--- src/rtl/jk_updown_range_counter.sv ---
// Range counter over MIN_VAL..MAX_VAL with up/down wrap, sync load and terminal count, built from JK cells.
// Optional JK_CNT_GRAY_EN adds a registered Gray-coded copy of the count (count_gray).
module jk_updown_range_counter #(
    parameter int WIDTH       = 3,
    parameter int MIN_VAL     = 1,
    parameter int MAX_VAL     = 7,
    parameter int RESET_VALUE = 7
) (
    input  logic             clk,
    input  logic             rstb,
    input  logic             en,
    input  logic             up_dn,
    input  logic             load,
    input  logic [WIDTH-1:0] load_val,
    output logic [WIDTH-1:0] count,
`ifdef JK_CNT_GRAY_EN
    output logic [WIDTH-1:0] count_gray,
`endif
    output logic             tc,
    output logic             wrap,
    output logic             load_err
);

    if (WIDTH < 2) begin : g_bad_width
        $error("jk_updown_range_counter: WIDTH must be >= 2");
    end
    if (!(MIN_VAL >= 0 && MIN_VAL < MAX_VAL && MAX_VAL <= (2 ** WIDTH) - 1)) begin : g_bad_range
        $error("jk_updown_range_counter: need 0 <= MIN_VAL < MAX_VAL <= 2**WIDTH-1");
    end
    if (RESET_VALUE < MIN_VAL || RESET_VALUE > MAX_VAL) begin : g_bad_reset
        $error("jk_updown_range_counter: RESET_VALUE must lie within [MIN_VAL, MAX_VAL]");
    end

    localparam logic [WIDTH-1:0] MIN_C   = MIN_VAL[WIDTH-1:0];
    localparam logic [WIDTH-1:0] MAX_C   = MAX_VAL[WIDTH-1:0];
    localparam logic [WIDTH-1:0] RESET_C = RESET_VALUE[WIDTH-1:0];

    logic [WIDTH-1:0] count_q;
    logic [WIDTH-1:0] nxt;
    logic [WIDTH-1:0] j;
    logic [WIDTH-1:0] k;
    logic [WIDTH-1:0] jk_nxt;
    logic             count_bad;
    logic             load_ok;
    logic             wrap_nxt;
    logic             err_nxt;

    assign count_bad = (count_q < MIN_C) || (count_q > MAX_C);
    assign load_ok   = (load_val >= MIN_C) && (load_val <= MAX_C);

    // Self-correction outranks load and enable so a corrupted count always recovers.
    always_comb begin
        nxt      = count_q;
        wrap_nxt = 1'b0;
        err_nxt  = 1'b0;
        if (count_bad) begin
            nxt = MIN_C;
        end else if (load) begin
            if (load_ok) begin
                nxt = load_val;
            end else begin
                err_nxt = 1'b1;
            end
        end else if (en) begin
            if (up_dn) begin
                if (count_q == MAX_C) begin
                    nxt      = MIN_C;
                    wrap_nxt = 1'b1;
                end else begin
                    nxt = count_q + WIDTH'(1);
                end
            end else begin
                if (count_q == MIN_C) begin
                    nxt      = MAX_C;
                    wrap_nxt = 1'b1;
                end else begin
                    nxt = count_q - WIDTH'(1);
                end
            end
        end
    end

    // Each bit is a JK cell steered toward nxt.
    assign j      = nxt & ~count_q;
    assign k      = ~nxt & count_q;
    assign jk_nxt = (j & ~count_q) | (~k & count_q);

    always_ff @(posedge clk or negedge rstb) begin
        if (!rstb) begin
            count_q  <= RESET_C;
            wrap     <= 1'b0;
            load_err <= 1'b0;
        end else begin
            count_q  <= jk_nxt;
            wrap     <= wrap_nxt;
            load_err <= err_nxt;
        end
    end

`ifdef JK_CNT_GRAY_EN
    always_ff @(posedge clk or negedge rstb) begin
        if (!rstb) begin
            count_gray <= RESET_C ^ (RESET_C >> 1);
        end else begin
            count_gray <= jk_nxt ^ (jk_nxt >> 1);
        end
    end
`endif

    assign count = count_q;
    assign tc    = en & ~load & (up_dn ? (count_q == MAX_C) : (count_q == MIN_C));

endmodule

--- config.mk ---
export PLATFORM = sky130hd
export DESIGN_NAME = jk_updown_range_counter
export DESIGN_NICKNAME = d
export VERILOG_FILES = /design/src/rtl/jk_updown_range_counter.sv
export SDC_FILE = /design/constraint.sdc
export NUM_CORES = 1
export LEC_CHECK = 0
export BUFFER_PORTS_ARGS = -buffer_cell sky130_fd_sc_hd__clkbuf_2
export CORE_AREA = 4 4 41 43
export CTS_CLUSTER_DIAMETER = 100
export DETAILED_ROUTE_END_ITERATION = 10
export DIE_AREA = 0 0 45 47
export PLACE_DENSITY = 0.51
export RECOVER_POWER = 100
export SYNTH_ARGS = -nofsm -noshare
export SYNTH_HDL_FRONTEND = slang
export SYNTH_SLANG_ARGS = --single-unit
--- constraint.sdc ---
create_clock -name clk -period 1.9 [get_ports clk]
set_input_delay 0.095 -clock clk [delete_from_list [all_inputs] [get_ports clk]]
set_output_delay 0.095 -clock clk [all_outputs]
set_load 0.03 [all_outputs]
Yosys cells after proc, flatten, opt, wreduce, memory -nomap -nowiden --
Index checks and enable logic that the tools add are counted.
Operators by class: add/subtract/negate cells 2, magnitude comparators 4, equality and inequality tests 2, muxes and demuxes 17, bitwise operators 11, reductions and logical operators 2
Operators by type and width (count):
- 3-bit two-way mux | 7
- 3-bit AND | 4
- 1-bit two-way mux | 10
- 3-bit inverter | 3
- 3-bit by 1-bit adder with 3-bit output (second input constant) | 1
- 3-bit by 1-bit == test with 1-bit output (second input constant) | 1
- 3-bit == test (second input constant) | 1
- 3-bit by 1-bit greater-or-equal comparator with 1-bit output (second input constant) | 1
- 3-bit greater-than comparator (second input constant) | 1
- 3-bit less-or-equal comparator (second input constant) | 1
- 3-bit by 1-bit less-than comparator with 1-bit output (second input constant) | 1
- 3-bit bitwise OR | 1
- 3-bit by 1-bit subtractor with 3-bit output (second input constant) | 1
- 1-bit AND | 2
- 1-bit logical AND | 1
- 1-bit logical OR | 1
- 1-bit inverter | 1
Word-level totals: register bits 5, bits of input ports 8, output and inout bits 6, word-level logic and storage cells 41

Depth between registers and ports, before layout --
word-level depth 11, gate-level depth with buffers 5, depth with buffers taken out 5

Worst setup path after synthesis --
Ideal clock, no wire load.
path kind reg-to-output, start register count_q[0] (netlist: count[0]), end output port tc, arrival 1824 ps, data required time 1805 ps, slack -19 ps, stages on the path, launching flop included 5, buffers on the path 0, cell sequence dfstp_2 -> ha_1 -> nor3b_1 -> a21oi_1 -> nor3_1
Between the ends: longest elaborated chain between the ends 3, elaborated cells on any way between the ends 4, those cells by class eq/ne: 2; mux: 1; bitwise: 1
RTL lines:
- from (decl) | line 38 | logic [WIDTH-1:0] count_q;
- from (signal assigned) | line 94 | count_q <= jk_nxt;
- 3-bit by 1-bit == test with 1-bit output / 3-bit == test (equally long branches) | line 111 | assign tc = en & ~load & (up_dn ? (count_q == MAX_C) : (count_q == MIN_C));
- 1-bit two-way mux * | line 111
- 1-bit AND * | line 111
- to (decl) | line 19 | output logic tc,
Every way passes the cells marked *; elsewhere a longest branch is shown, timed or not.

Final worst setup path --
start register count_q[1] (netlist: count[1]), end output port tc
Same word-level chain as after synthesis.

==> summary.md <==
| Metric | Value |
|---|---|
| Vias in the first global route | 352 |
| CP required | 1.80 ns |
| IO buf count | 13 |
| RSZ-0062 raised after global routing | false |
| Hold WS | 0.0639 ns |
| Leak pwr | 0.227 nW |
| CTS max path bufs | 2 |
| Vias | 398 |
| RR Startpoint | count[1] |
| Initial core utilization | 30.6% |
| Final min period | 1.79 ns |
| CP startpoint | count[1] |
| Slew Limit Headroom | 54.3% |
| CTS tree | done |
| IO Pins | 14 |
| Worst IR Drop VDD | 0.444 mV |
| CTS Buf Count | 3 |
| Largest net degree at the start of global routing | 11 |
| First-pass GRT wire length | 1570 um |
| Final period util | 94.0% |
| Global route overflow | 0 |
| Post-Syn Nets | 56 |
| Dpl hpwl | 726 um |
| Max-slew violations | 0 |
| Setup Skew | 0.00139 ns |
| Post-synth EDFFs | 0 |
| Antenna violations before repair | 0 |
| Final WL | 987 um |
| FFs w/ async S/R, synth | 100% |
| Area of the mapped netlist | 398 um^2 |
| WP data arrival | 1.69 ns |
| Vias per inst | 5.31 |
| Final setup viols | 0 |
| Synth area leader | dfstp_2 |
| H-tree depth | 1 |
| Root Driver | clkbuf_4 |
| Crit end category | output port |
| Outcome | finished clean |
| Hold Path Origin | load_val[0] |
| Syn_area_per_cell | 9.04 um^2 |
| Inst Count DP | 70 |
| Die height | 47 um |
| Setup TNS Final | 0 ns |
| Ratio of cells with drive above 1 in the final layout | 30.0% |
| Clock sinks | 5 |
| Max-cap violations | 0 |
| Yosys warning count | 0 |
| FMAX | 0.560 GHz |
| Cell variety after synth | 22 |
| Avg WL per Cell | 13.2 um |
| Worst min-delay path class | in2reg |
| Top cell type's share of synthesized area | 19.8% |
| Seq/Total Area, Yosys | 32.4% |
| Area grow syn2layout | 29.6% |
| First-pass DRT Iterations | 4 |
| Residual DRC | 0 |
| Die extent in x | 45 um |
| CORE AREA | 1300 um^2 |
| Ant. Diodes | 0 |
| # rows | 13 |
| Pwr/cell area | 1500 nW/um^2 |
| Iteration-0 DRC Markers | 12 |
| Mapped Cells | 44 |
| Crit-path max FO | 7 |
| GPL Wtd Cong | 0.721 |
| Total die area | 2120 um^2 |
| CTS clock-pin slew for the worst setup and hold paths | 0.04 ns |
| FF+latch count, synth | 5 |
| Worst-Margin Slew | 0.679 ns |
| Synth area leaders | dfstp_2 (20%), dfrtp_1 (13%), ha_1 (13%) |
| Crit path kind | reg2out |
| Worst skew pair latency | 0.25 ns |
| Total design power | 0.000773 W |
| Post-Layout Cell Count | 75 |
| Hold Fails Final Rpt | 0 |
| Total Nets Final | 73 |
| Post-synth top flop | dfstp_2 |
| Post-layout util | 39.6% |
| Startpoint Class | flip-flop |
| All-Layer GR Usage | 11.2% |
| Number of routed nets with antenna violations | 0 |
[metrics by stage]
| step | cell area (um^2) | setup WS, ns |
|---|---|---|
| floorplan | 403 | 0.174 |
| global placement | 478 | 0.175 |
| detailed placement | 478 | 0.206 |
| CTS | 514 | 0.0190 |
| global route | 515 | 0.0420 |
| finish | 515 | 0.113 |
[synth_stat cells (2+ instances only)]
cell      count
nor4_1        2
ha_1          4
dfstp_2       3
a2111o_1      2
nor3_1        2
inv_1         3
nand2b_1      4
dfrtp_1       2
nor2_1        2
nand2_1       2
a21oi_1       6
o31ai_1       2
[cells by family (layout without fill, tap and decap cells)]
| logic type | Yosys count | after routing | share of synthesized area (%) |
|---|---|---|---|
| adder cells (fa/ha/maj) | 4 | 4 | 12.6 |
| AND/OR/NAND/NOR | 16 | 16 | 23.3 |
| AO/OA/AOI/OAI | 14 | 14 | 26.7 |
| flip-flops | 5 | 5 | 32.4 |
| buffers and inverters | 5 | 21 | 5.03 |
[per-layer routing]
metal	GRT usage, %	share of wire, %	vias up
met5	0	0	-
met4	14.0	5.8	0
met3	2.68	7.3	5
met2	17.2	46	19
met1	11.4	41	178
li1	-	-	196
[power by group]
part	switching, W	internal, W
logic	0.000244	0.000156
clock network	0.0000474	0.0000796
registers	0.0000762	0.000170
total	0.000368	0.000405
[timing repair]
| action | CTS | global route |
|---|---|---|
| setup endpoints to repair | 0 | 1 |
| buffers inserted | 0 | 0 |
| endpoints found under the hold margin | 5 | 0 |
| hold buffers | 1 | 0 |
| gates resized for setup | 0 | 2 |
[critical path, cell delays in order (launching register included)]
cell      delay, ns
dfstp_2        0.59
inv_1          0.08
ha_1           0.21
nor3b_2        0.17
a21oi_2        0.15
nor3_2         0.05
clkbuf_2       0.18
[sequential cells by signal (all words and copies together), names as in the netlist]
name and cells:
wrap 1, load_err 1, count 3
[final timing paths]
kind	end	slack, ns	cells past startpoint
max	tc	0.11	6
min	load_err	0.06	2
max reg2reg	count[0]	0.17	5
min reg2reg	count[1]	0.62	2
max in group asynchronous	count[2]	1.41	2
min in group asynchronous	wrap	0.22	2
[final cells by class]
class	count	area, um^2
inverters	3	11.3
flip-flops and latches	5	129
clock buffers	4	26.3
multi-input cells	34	263
fillers	134	786
well taps	15	18.8
repair buffers	14	67.6
[layout by cell type, fill, tap and decap left out, types with 2 or more instances in the layout]
cell type	synthesis	final
nand2_1	2	2
nor2_1	2	2
ha_1	4	4
nand2b_1	4	4
a2111o_1	2	2
clkbuf_1	0	7
dfstp_2	3	3
a21oi_1	6	5
o31ai_1	2	2
inv_1	3	3
clkbuf_4	0	3
dfrtp_1	2	2
clkbuf_2	1	7
nor4_1	2	2
No activity file was read; power rests on OpenSTA's default activity.
